**config.mk**
```make
export PLATFORM = sky130hd
export DESIGN_NAME = irq_sequencer
export DESIGN_NICKNAME = d
export VERILOG_FILES = /design/src/rtl/irq_sequencer.sv
export SDC_FILE = /design/constraint.sdc
export NUM_CORES = 1
export LEC_CHECK = 0
export CORE_ASPECT_RATIO = 0.5
export CORE_MARGIN = 10
export CORE_UTILIZATION = 42
export CTS_CLUSTER_SIZE = 24
export DETAILED_ROUTE_END_ITERATION = 16
export PLACE_DENSITY = 0.85
export SLEW_MARGIN = 25
export SYNTH_ARGS = -nofsm -noshare
export SYNTH_HDL_FRONTEND = slang
export SYNTH_SLANG_ARGS = --single-unit
```
**constraint.sdc**
```tcl
create_clock -name CLK -period 3.1 [get_ports CLK]
set_input_delay 0.93 -clock CLK [delete_from_list [all_inputs] [get_ports CLK]]
set_output_delay 0.93 -clock CLK [all_outputs]
set_load 0.02 [all_outputs]
```
**src/rtl/irq_sequencer.sv**
```systemverilog
// irq_sequencer: synchronizes device flags into irqRq, tracks ION with one-instruction delay, and runs interrupt entry (save PC at VECTOR-1, jump to VECTOR)
//   in : CLK, RESETn (sync, active-low), dev_flag[8], dev_mask[8], ion_set, ion_clr, insn_end, pc[12], mem_ack
//   out: irqRq, ion, mem_req, mem_addr[12], mem_wdata[12], pc_load, pc_new[12], busy, irq_taken
module irq_sequencer #(
  parameter logic [11:0] VECTOR = 12'o0001
) (
  input  logic        CLK,
  input  logic        RESETn,
  input  logic [7:0]  dev_flag,
  input  logic [7:0]  dev_mask,
  input  logic        ion_set,
  input  logic        ion_clr,
  input  logic        insn_end,
  input  logic [11:0] pc,
  input  logic        mem_ack,
  output logic        irqRq,
  output logic        ion,
  output logic        mem_req,
  output logic [11:0] mem_addr,
  output logic [11:0] mem_wdata,
  output logic        pc_load,
  output logic [11:0] pc_new,
  output logic        busy,
  output logic        irq_taken
);
  typedef enum logic [1:0] {IDLE, SAVE, VEC, DONE} state_t;
  state_t state, state_n;
  logic [7:0] sync1, sync2;
  logic ion_pend;
  logic [11:0] save_pc;
  logic entry;
  // ion is registered, so an insn_end that promotes ion_pend cannot also start entry
  assign entry = state == IDLE && insn_end && ion && irqRq;
  always_ff @(posedge CLK)
    if (!RESETn) begin
      sync1 <= '0;
      sync2 <= '0;
      irqRq <= 1'b0;
      ion <= 1'b0;
      ion_pend <= 1'b0;
      save_pc <= '0;
      state <= IDLE;
    end else begin
      sync1 <= dev_flag;
      sync2 <= sync1;
      irqRq <= |(sync2 & dev_mask);
      state <= state_n;
      if (entry) save_pc <= pc;
      if (ion_clr) begin
        ion <= 1'b0;
        ion_pend <= 1'b0;
      end else if (entry) begin
        ion <= 1'b0;
        ion_pend <= ion_set;
      end else begin
        ion <= ion | (insn_end & ion_pend);
        ion_pend <= ion_set | (ion_pend & ~insn_end);
      end
    end
  always_comb begin
    state_n = entry ? SAVE : state == SAVE ? (mem_ack ? VEC : SAVE) : state == VEC ? DONE : IDLE;
    mem_req = state == SAVE;
    mem_addr = mem_req ? VECTOR - 12'd1 : '0;
    mem_wdata = mem_req ? save_pc : '0;
    pc_load = state == VEC;
    pc_new = pc_load ? VECTOR : '0;
    busy = state != IDLE;
    irq_taken = state == DONE;
  end
endmodule

```
== After elaboration in Yosys (flattened, before gate mapping) ==
Cells that the tools add are included.
Widths: inputs -> output; s select.

* Flip-flop bits (word level): 33
* Bits of input ports: 34
* Output and inout bits: 42
* Word-level logic and storage cells: 34

* Equal/unequal tests: 3
* Mux-type cells: 7
* Bitwise gates (word level): 7
* Reductions and logical operators: 9

{| class="wikitable"
|+ Operators with widths
! kind !! count
|-
| $mux 12 || 1
|-
| $and 8x8->8 || 1
|-
| $reduce_or 8->1 || 1
|-
| $mux 2 || 3
|-
| $eq 2x2->1 const B || 2
|-
| $reduce_or 2->1 || 2
|-
| $logic_and 1x1->1 || 3
|-
| $mux 1 || 3
|-
| $reduce_or 3->1 || 1
|-
| $and 1x1->1 || 2
|-
| $eq 2x1->1 const B || 1
|-
| $logic_not 2->1 || 1
|-
| $not 1->1 || 2
|-
| $or 1x1->1 || 2
|-
| $reduce_bool 2->1 || 1
|}

== Depth between registers and ports, before layout ==
Gate-level depths: netlist (run 1).

* Depth in word-level cells: 5
* Mapped depth: 4
* Mapped depth without buffers: 3

== Worst setup path after synthesis (run 1) ==
OpenSTA, ideal clock, no wires.

* Kind: reg-to-output
* Start point: register state[0]
* End point: output mem_wdata[0]
* Arrival: 1.058 ns
* Required time: 2.170 ns
* Slack: 1.112 ns
* Stages on the path, launching flop included: 4
* Buffers on the path: 1
* Cells stage by stage: dfxtp_1 > nor2b_1 > buf_2 > and2_1

* Word-level cells in the longest chain between the ends: 2

{| class="wikitable"
|+ RTL lines
! item !! line !! text
|-
| start: declaration || 27 || <nowiki>state_t state, state_n;</nowiki>
|-
| start signal: assignment || 47 || <nowiki>state <= state_n;</nowiki>
|-
| $eq 2x1->1 || 62 || <nowiki>mem_req = state == SAVE;</nowiki>
|-
| named net mem_req || 18 || <nowiki>output logic mem_req,</nowiki>
|-
| $mux 12 || 64 || <nowiki>mem_wdata = mem_req ? save_pc : '0;</nowiki>
|-
| end: declaration || 20 || <nowiki>output logic [11:0] mem_wdata,</nowiki>
|}

The timed path passes the listed nets, and every way through them passes these cells.

== Worst setup path in the final report (run 1) ==
* Start point: register state[0]
* End point: output mem_wdata[10]

* Word-level cells in the longest chain between the ends: 2

{| class="wikitable"
|+ RTL lines
! item !! line
|-
| $eq 2x1->1 || 62
|-
| $mux 12 || 64
|}

Every way passes these cells.

==> results.md, run 1 <==
* CP arrival at 1820 ps
* Hold Fails Final Rpt at 0
* Crit path capture: mem_wdata[10]
* Post-DRT Antenna Nets at 0
* CTS tree: yes
* GRT Util Overall at 10.5%
* Simple-gate share of the synthesized area at 24.1%
* Yosys cell types at 22
* Sequential share of the synthesized area at 46.4%
* Yosys top cell by area: dfxtp_1
* Max cap viols at 0
* Most frequent cells in the layout: 52 x clkdlybuf4s50_1, 33 x dfxtp_1, 29 x and2_1, 24 x nand2_1, 23 x conb_1
* Period utilisation layout at 88.6%
* Total power draw at 0.949 mW
* Mean post-synth cell area at 9.44 um^2
* Synth area leaders: dfxtp_1 46%, and2_1 13%, buf_4 13%
* Post-Synth Adder-Cell Area at 0%
* CP Launch Type: flop
* Largest family of logic cells by synthesized area: simple AND/OR/NAND/NOR gates
* Core Rows at 14
* Max Transition Viols Final at 0
* Postcts setup bufs at 0
* DR pass1 iterations at 3
* Largest buffer count on any clock path at 2
* Final TNS setup at 0 ps
* Starting Density at 45.7%
* Core Area at 3120 um^2
* Cell Area, Synth at 1430 um^2
* Wirelength per Cell at 14.0 um
* Clk_skew at 4.62 ps
* CTS root buf: clkbuf_8
* Pwr dens at 476 nW/um^2
* Initial antenna violation count at 0
* I/O pin total at 76
* Slew HR at 59.4%
* First-pass GRT wire length at 5.04 mm
* Achievable frequency at 0.364 GHz
* Final GP Congestion at 0.673
* Final setup violation count at 0
* Die W at 102 um
* Kind of critical path: flop to primary output
* Dpl hpwl at 2.68 mm
* Slew @ Worst Pin at 607 ps
* RSZ-0062 raised after global routing: false
* Top cell type's share of synthesized area at 46.4%
* CP max FO at 13
* Ys Warns at 0
* Total routed wirelength at 3.43 mm
* CTS clk-pin slew, worst paths at 70 ps
* Commonest non-fill, non-tap cell in the layout: clkdlybuf4s50_1
* Compound-cell area share of the yosys netlist at 4.39%
* R2r setup slk at 1890 ps
* Final #Nets at 237
* Clk sinks at 33
* Xor and xnor fraction of the mapped netlist area at 0%
* Required time of the critical path at 2170 ps
* Crit-path cells: nor2b_1, buf_4, and2_1, clkdlybuf4s50_1
* Reg-to-reg endpoint: save_pc[5]$_SDFFE_PN0P_
* H-tree Lvls at 2
* R2r startpoint: state[0]$_SDFF_PN0_
* P&R area growth vs syn at 40.0%
* Number of global-route vias before repair at 1026
* Largest net degree at the start of global routing at 25
* Drt initial violations at 19
* Total grt overflow at 0
* Via-per-instance ratio at 4.17
* Synth Register Bits at 33
* CTS resizes at 0
* Syn Inst Count at 151
* LEAKAGE at 0.801 nW
* Layout cell share with drive strength beyond 1 at 5.39%
* CP startpoint: state[0]$_SDFF_PN0_
* Min-delay worst type: flop to flop
* CP max stage cell: clkdlybuf4s50_1
* Worst IR Drop VDD at 0.220 mV
* Final worst path period need at 2750 ps
* Die area at 6260 um^2
* Cells on worst reg2reg path at 3
* Status: finished, final reports clean
* CTS buffer count at 5
* Clk_lat worst skew at 280 ps
* Slowest stage delay, CP at 610 ps
* I/O Buffers at 52
* Die Y-Extent at 61.2 um
* Via count at 1017
* Post-detailed-route DRC marker count at 0
* Crit. End Element: primary output
* Multiplexer share of the synthesized area at 8.43%
* Hold Buf Count CTS at 0
* ANT cells at 0
## layer usage
layer	GRT usage (%)	share of wire, %	vias to the layer above
met5	0	0	-
met4	4.18	0.70	0
met3	3.46	7.0	4
met2	20.2	52	41
met1	10.7	40	440
li1	-	-	532
## cell families after synthesis
family / Yosys count
muxes: 12
AOI/OAI and AO/OA: 9
buffers and inverters: 33
and+or+nand+nor: 63
other: 1
DFF: 33
## synth_stat cells
library cell,number
buf_12,1
clkbuf_1,3
dfxtp_1,33
a21oi_1,3
buf_2,3
mux2i_1,12
nor2b_1,2
o31a_1,1
or2_4,1
nand3_1,1
a22oi_1,4
nor2_8,1
nor2_1,2
a41oi_1,1
and2b_1,1
inv_1,2
nand2b_1,1
and2_1,29
buf_4,24
conb_1,1
nand2_1,24
nor3_1,1
## worst min-delay path by stage
| stage | start | to | slack (ps) | depth (start not counted) |
|---|---|---|---|---|
| 6_report | sync1[2]$_SDFF_PN0_ | sync2[2]$_SDFF_PN0_ | 430 | 1 |
| 5_1_grt | sync1[4]$_SDFF_PN0_ | sync2[4]$_SDFF_PN0_ | 460 | 1 |
| 4_1_cts | sync1[2]$_SDFF_PN0_ | sync2[2]$_SDFF_PN0_ | 440 | 1 |
| 3_5_place_dp | sync1[2]$_SDFF_PN0_ | sync2[2]$_SDFF_PN0_ | 420 | 1 |
| 3_3_place_gp | sync1[0]$_SDFF_PN0_ | sync2[0]$_SDFF_PN0_ | 410 | 1 |
| 2_1_floorplan | sync1[0]$_SDFF_PN0_ | sync2[0]$_SDFF_PN0_ | 410 | 1 |
## flip-flops by register name, indices dropped and copies added (netlist names)
register  flops
sync2         8
state         2
ion           1
sync1         8
save_pc      12
ion_pend      1
irqRq         1
## stage by stage
stage	hold slack, ps	util [%]	worst slack, ps	instance area [um^2]	instances
6_report	433	64.0	353	2000	244
3_3_place_gp	413	60.3	714	1880	236
3_5_place_dp	420	60.3	664	1880	236
4_1_cts	435	64.0	325	2000	244
5_1_grt	458	64.0	230	2000	244
2_1_floorplan	412	-	1110	1510	173
## cell type report
type	count	area, um^2
clock buffer	7	86.3
timing repair buffer	54	548
clock inverter	1	30.0
multi-input combinational	107	613
tap	40	50.0
sequential	33	661
fill	254	1120
inverter	2	7.51
## critical path, delay by kind of cell (launching register included)
family	cells	cell delay, ps
buffers and inverters	2	820
AND/OR/NAND/NOR	2	360
flip-flops	1	360
## power by group
| part | internal [mW] | switching, mW |
|---|---|---|
| Clock | 0.262 | 0.148 |
| Sequential | 0.436 | 0.00324 |
| Combinational | 0.0508 | 0.0489 |
| Total | 0.749 | 0.200 |
No activity file was read; power rests on OpenSTA's default activity.
==> inputs of run 2 (changes only) <==
Settings changed: ABC_AREA set to 1, CORE_UTILIZATION 42 to 44.
==> run 2 against run 1 <==
Net effect: design area rose by 7.6%; global-route usage fell by 0.058 points; area after synthesis rose by 12%; first-iteration DRC count did not move; cell count rose by 34%; clock skew fell by 2.2 ps; fmax fell by 0.83%; sequential share of layout area fell by 2.3 points; sequential power barely moved; non-clock buffer count fell by 1; routed wire length fell by 1.6%.
==> results.md, run 2 <==
* Commonest non-fill, non-tap cell in the layout: clkdlybuf4s50_1
* Top cell type's share of synthesized area at 41.4% (-5.0 points)
* Clk_skew at 2.45 ps (-2.16 ps)
* Post-route insts no fill at 326 (+34%)
* Wirelength per Cell at 10.3 um (-26%)
* Cells on worst reg2reg path at 5 (+2)
* Total routed wirelength at 3.37 mm (-1.6%)
* Sequential share of the synthesized area at 41.4% (-5.0 points)
* Share of power burned in the clock network at 41.2% (-2.0 points)
* Cell Area, Synth at 1600 um^2 (+12%)
* DRT met1 WL at 1.33 mm (-3.7%)
* R2r startpoint: ion$_SDFF_PP0_
* Fillers at 322 (+27%)
* Top sig layer: met4
* Ys Warns at 0 (unchanged)
* Dpl hpwl at 2.73 mm (+2.0%)
* Die Y-Extent at 62.6 um (+2.3%)
* CTS clk-pin slew, worst paths at 70 ps (about the same)
* Power share of the sequential group at 47.5% (+1.2 points)
* Syn Inst Count at 224 (+48%)
* Final #Nets at 309 (+30%)
* Postcts setup bufs at 0 (unchanged)
* Number of global-route vias before repair at 1270 (+24%)
* Post-DRT Antenna Nets at 0 (unchanged)
* Min-delay worst type: flop to flop
* Number of synthesized flops with an enable pin at 0 (unchanged)
* Switching power at 0.207 mW (+3.5%)
* Final setup violation count at 0 (unchanged)
* Synth area leaders: dfxtp_1 41%, buf_4 12%, inv_1 11%
* Die area at 6580 um^2 (+5.1%)
* Period utilisation layout at 89.4% (+0.74 points)
* Post-detailed-route DRC marker count at 0 (unchanged)
* Top FF cell, synth: dfxtp_1
* CTS resizes at 0 (unchanged)
* RSZ-0062 raised after global routing: false
* Clk_lat worst skew at 280 ps (about the same)
* Yosys top cell by area: dfxtp_1
* Gate power share at 11.2% (+0.7 points)
* DP Cell Count at 319 (+35%)
* Max FFs per register at 12 (unchanged)
* Hold Fails Final Rpt at 0 (unchanged)
* Int Pwr at 0.719 mW (-3.9%)
* Post-Route Utilization at 62.2% (-1.8 points)
* Mean post-synth cell area at 7.13 um^2 (-24%)
* Status: finished, final reports clean
* Largest buffer count on any clock path at 2 (unchanged)
* CP Launch Type: flop
* Hold endpoint: sync2[0]$_SDFF_PN0_
* H-tree Lvls at 2 (unchanged)
* GRT Util Overall at 10.5% (-0.058 points)
* I/O pin total at 76 (unchanged)
* Final TNS setup at 0 ps (unchanged)
* CP arrival at 1840 ps (+20 ps)
* Largest net degree at the start of global routing at 29 (+16%)
* Final worst path period need at 2770 ps (+23.0 ps)
* P&R area growth vs syn at 34.5%
* CTS tree: yes
* CP max FO at 13 (unchanged)
* Starting Density at 46.2% (+0.53 points)
* Achievable frequency at 0.361 GHz (-0.83%)
* Kind of critical path: flop to primary output
* Top cells by count, synth: 48 x inv_1, 46 x nand2_1, 33 x dfxtp_1
* Via-per-instance ratio at 3.98 (-4.5%)
* Worst IR Drop VDD at 0.213 mV (-3.1%)
* Synth Register Bits at 33 (unchanged)
* Post-synth ARST share at 0% (unchanged)
* CTS root buf: clkbuf_8
* Initial antenna violation count at 0 (unchanged)
* DR pass1 iterations at 4 (+1)
* Reg-to-reg endpoint: save_pc[7]$_SDFFE_PN0P_
* Switching share of power at 22.4% (+1.3 points)
* Required time of the critical path at 2170 ps (about the same)
* Slew @ Worst Pin at 668 ps (+61.5 ps)
* Hold path start: sync1[0]$_SDFF_PN0_
* Core Rows at 15 (+1)
* Hold Path Stages at 2 (+1)
* Final GP Congestion at 0.796 (+18%)
* Hold Buf Count CTS at 0 (unchanged)
* Routed length on met2 at 1.74 mm (-2.6%)
* Max cap viols at 0 (unchanged)
* Pwr dens at 432 nW/um^2 (-9.2%)
* ANT cells at 0 (unchanged)
* First-pass GRT wire length at 5.69 mm (+13%)
* Crit. End Element: primary output
* Metal3 WL at 248 um (+3.8%)
* Largest registers: save_pc (12), sync1 (8), sync2 (8)
* Top reg by flops: save_pc
* Slew HR at 55.3% (-4.1 points)
* Clk sinks at 33 (unchanged)
* DP Worst Slack at 609 ps (-54.6 ps)
* LEAKAGE at 1.03 nW (+29%)
* CTS buffer count at 5 (unchanged)
* I/O Buffers at 52 (unchanged)
* Most used standard cell by instance count after synthesis: inv_1
* R2r setup slk at 1690 ps (-200 ps)
* Yosys cell types at 18 (-18%)
* Layout cell share with drive strength beyond 1 at 11.6% (+6.2 points)
* Via count at 1298 (+28%)
* Total grt overflow at 0 (unchanged)
* Fin worst setup slack at 330 ps (-23.0 ps)
* Max Transition Viols Final at 0 (unchanged)
* Most frequent cells in the layout: 52 x clkdlybuf4s50_1, 48 x inv_1, 46 x nand2_1, 33 x dfxtp_1, 24 x nor2_1
* Drt initial violations at 19 (unchanged)
* Total power draw at 0.927 mW (-2.3%)
* Die W at 105 um (+2.7%)
* Core Area at 3450 um^2 (+11%)
## run 2: critical path, cell delays in order (launching register included)
cell and delay [ps]:
dfxtp_1 420, nand2_1 310, nor2_1 200, clkdlybuf4s50_1 630
## run 2: how the worst max path moves through the flow
| stage | end | start | slack, ps | cells after the start |
|---|---|---|---|---|
| final | mem_wdata[6] | state[0]$_SDFF_PN0_ | 330 | 3 |
| after global routing | mem_wdata[5] | state[0]$_SDFF_PN0_ | 200 | 3 |
| after CTS | mem_wdata[6] | state[0]$_SDFF_PN0_ | 290 | 3 |
| after detailed placement | mem_wdata[6] | state[0]$_SDFF_PN0_ | 610 | 3 |
| after global placement | mem_wdata[9] | state[0]$_SDFF_PN0_ | 640 | 3 |
| after floorplan | mem_wdata[0] | state[0]$_SDFF_PN0_ | 1190 | 3 |
## run 2: cell families (layout without fill, tap and decap cells)
kind of cell	Yosys count	in the layout	synth area share, %
AOI/OAI and AO/OA	4	4	1.25
and+or+nand+nor	106	106	31.3
other	1	23	0.235
buffers and inverters	80	109	25.8
DFF	33	33	41.4
## run 2: final cells by class
type	instances	area, um^2	area share [%]
clock buffers	5	68.8	3.21
clock inverters	2	35.0	1.63
well taps	51	63.8	2.97
inverters	49	184	8.57
repair buffers	53	528	24.6
multi-input cells	133	607	28.3
flip-flops and latches	33	661	30.8
## run 2: power groups by stage
stage / registers, mW / clock network [mW] / logic, mW
finish: 0.441 / 0.382 / 0.104
global route: 0.442 / 0.412 / 0.115
CTS: 0.441 / 0.389 / 0.103
detailed placement: 0.450 / 0 / 0.103
global placement: 0.450 / 0 / 0.102
floorplan: 0.451 / 0 / 0.0747
## run 2: per-layer routing
layer	vias up	track usage, %
met2	50	18.8
met1	552	10.3
met4	0	5.27
li1	688	-
met5	-	0
met3	8	4.22
## run 2: per-stage QoR
stage | area, um^2 | hold WS, ps
2_1_floorplan | 1680 | 390
3_5_place_dp | 2040 | 398
6_report | 2150 | 410
3_3_place_gp | 2040 | 392
5_1_grt | 2150 | 432
4_1_cts | 2150 | 413
==> inputs of run 3 (changes only) <==
Settings changed: CORE_UTILIZATION 44 to 40, PLACE_DENSITY 0.85 to 0.79.
==> run 3 against run 2 <==
Net effect: design area increased by 0.93%; sequential cell count stayed put; global-route usage fell by 0.34 points; combinational power is essentially flat; worst setup slack got worse by 20 ps; critical path depth did not move; worst hold slack gained 2.4 ps; clock skew about the same; non-clock buffer count is the same; critical path type unchanged; largest power group unchanged; highest routed layer unchanged.
==> results.md, run 3 (synthesis gave the netlist of run 2 again) <==
* Status: finished, final reports clean
* Max cap viols at 0 (unchanged)
* Pwr dens at 445 nW/um^2 (+3.1%)
* CTS root buf: clkbuf_8
* Final worst path period need at 2790 ps (+19.9 ps)
* Wirelength per Cell at 11.3 um (+8.9%)
* Register Area at 661 um^2 (unchanged)
* Multi-input logic area at 607 um^2 (unchanged)
* Achievable frequency at 0.358 GHz (-0.71%)
* Number of global-route vias before repair at 1250 (-1.6%)
* Largest registers: save_pc (12), sync1 (8), sync2 (8)
* Top reg by flops: save_pc
* Final setup violation count at 0 (unchanged)
* First-pass GRT wire length at 5.69 mm (-0.12%)
* I/O Buffers at 52 (unchanged)
* Total routed wirelength at 3.72 mm (+10%)
* CTS clk-pin slew, worst paths at 70 ps (about the same)
* Die area at 7070 um^2 (+7.4%)
* Die W at 109 um (+4.0%)
* CP max FO at 13 (unchanged)
* H-tree Lvls at 2 (unchanged)
* Dpl hpwl at 2.91 mm (+6.3%)
* Core Area at 3860 um^2 (+12%)
* CP max stage cell: clkdlybuf4s50_1
* Layout cell share with drive strength beyond 1 at 12.0% (+0.32 points)
* Period utilisation layout at 90.0% (+0.64 points)
* Crit-path cells: nand2_1, nor2_1, clkdlybuf4s50_1
* CTS tree: yes
* Max Transition Viols Final at 0 (unchanged)
* Min-delay worst type: flop to flop
* Largest buffer count on any clock path at 2 (unchanged)
* Drt initial violations at 46 (+27)
* Slew @ Worst Pin at 723 ps (+54.9 ps)
* Slowest stage delay, CP at 640 ps (about the same)
* Post-route cell area at 2170 um^2 (+0.93%)
* GRT Util Overall at 10.1% (-0.34 points)
* Starting Density at 41.3% (-4.9 points)
* Largest net degree at the start of global routing at 29 (unchanged)
* Final #Nets at 309 (unchanged)
* Kind of critical path: flop to primary output
* ANT cells at 0 (unchanged)
* Slew HR at 51.6% (-3.7 points)
* Postcts setup bufs at 0 (unchanged)
* Initial antenna violation count at 0 (unchanged)
* Hold Buf Count CTS at 0 (unchanged)
* Via count at 1298 (unchanged)
* Crit. End Element: primary output
* Hold Worst Slack at 413 ps (+2.45 ps)
* Required time of the critical path at 2170 ps (about the same)
* Post-DRT Antenna Nets at 0 (unchanged)
* Final GP Congestion at 0.743 (-6.6%)
* DR pass1 iterations at 5 (+1)
* Most frequent cells in the layout: 52 x clkdlybuf4s50_1, 48 x inv_1, 46 x nand2_1, 33 x dfxtp_1, 24 x nor2_1
* Max FFs per register at 12 (unchanged)
* Clk sinks at 33 (unchanged)
* P&R area growth vs syn at 35.7%
* Commonest non-fill, non-tap cell in the layout: clkdlybuf4s50_1
* Core Rows at 16 (+1)
* I/O pin total at 76 (unchanged)
* Via-per-instance ratio at 3.93 (-1.2%)
* DP Area at 2050 um^2 (+0.18%)
* Total grt overflow at 0 (unchanged)
* Post-detailed-route DRC marker count at 0 (unchanged)
* Fillers at 380 (+18%)
* LEAKAGE at 1.03 nW (+0.33%)
* CP arrival at 1860 ps (+20 ps)
* Die Y-Extent at 64.7 um (+3.3%)
* CTS resizes at 0 (unchanged)
* Hold Fails Final Rpt at 0 (unchanged)
* RSZ-0062 raised after global routing: false
* Worst IR Drop VDD at 0.176 mV (-17%)
* Final TNS setup at 0 ps (unchanged)
* Clk_skew at 2.07 ps (-0.384 ps)
* Clk_lat worst skew at 280 ps (about the same)
* CTS buffer count at 5 (unchanged)
* CP Launch Type: flop
run 3: changes by cell type in the layout (fill, tap and decap cells not counted):
cell	previous run	this run
clkbuf_8	5	6
clkinv_2	1	0
clkinvlp_4	0	1
run 3: final timing paths:
check                       from                       end  slack (ps)  cells after the start
min reg2reg  sync1[3]$_SDFF_PN0_       sync2[3]$_SDFF_PN0_         410                      2
max          state[0]$_SDFF_PN0_              mem_wdata[9]         310                      3
max reg2reg       ion$_SDFF_PP0_  save_pc[10]$_SDFFE_PN0P_        1670                      5
min          sync1[3]$_SDFF_PN0_       sync2[3]$_SDFF_PN0_         410                      2
run 3: cell type report:
type | count | area share, %
inverters | 49 | 8.49
repair buffers | 53 | 24.4
clock buffers | 6 | 3.81
well taps | 54 | 3.12
multi-input cells | 133 | 28.0
flip-flops and latches | 33 | 30.5
clock inverters | 2 | 1.73
run 3: metrics by stage:
stage	power, mW	std cells	setup WS, ps	utilization [%]
finish	0.965	330	310	56.1
global route	0.997	330	188	56.1
CTS	0.971	330	301	56.1
detailed placement	0.554	322	604	53.0
global placement	0.552	322	643	53.0
floorplan	0.526	246	1190	-
run 3: critical path, delay by kind of cell, from the launching register on:
family	cells	cell delay [ps]
buffers and inverters	1	640
AND/OR/NAND/NOR	2	510
flip-flops	1	420
run 3: where the power goes:
group | switching [mW] | leakage (nW) | internal [mW] | total [mW]
clock | 0.158 | 0.0574 | 0.261 | 0.419
combinational | 0.0555 | 0.708 | 0.0498 | 0.105
sequential | 0.00446 | 0.270 | 0.436 | 0.441
run 3: metal layers:
layer	wire (um)	track usage, %
met3	251	2.56
met5	0	0
met4	74	4.52
met1	1450	10.0
met2	1940	19.6
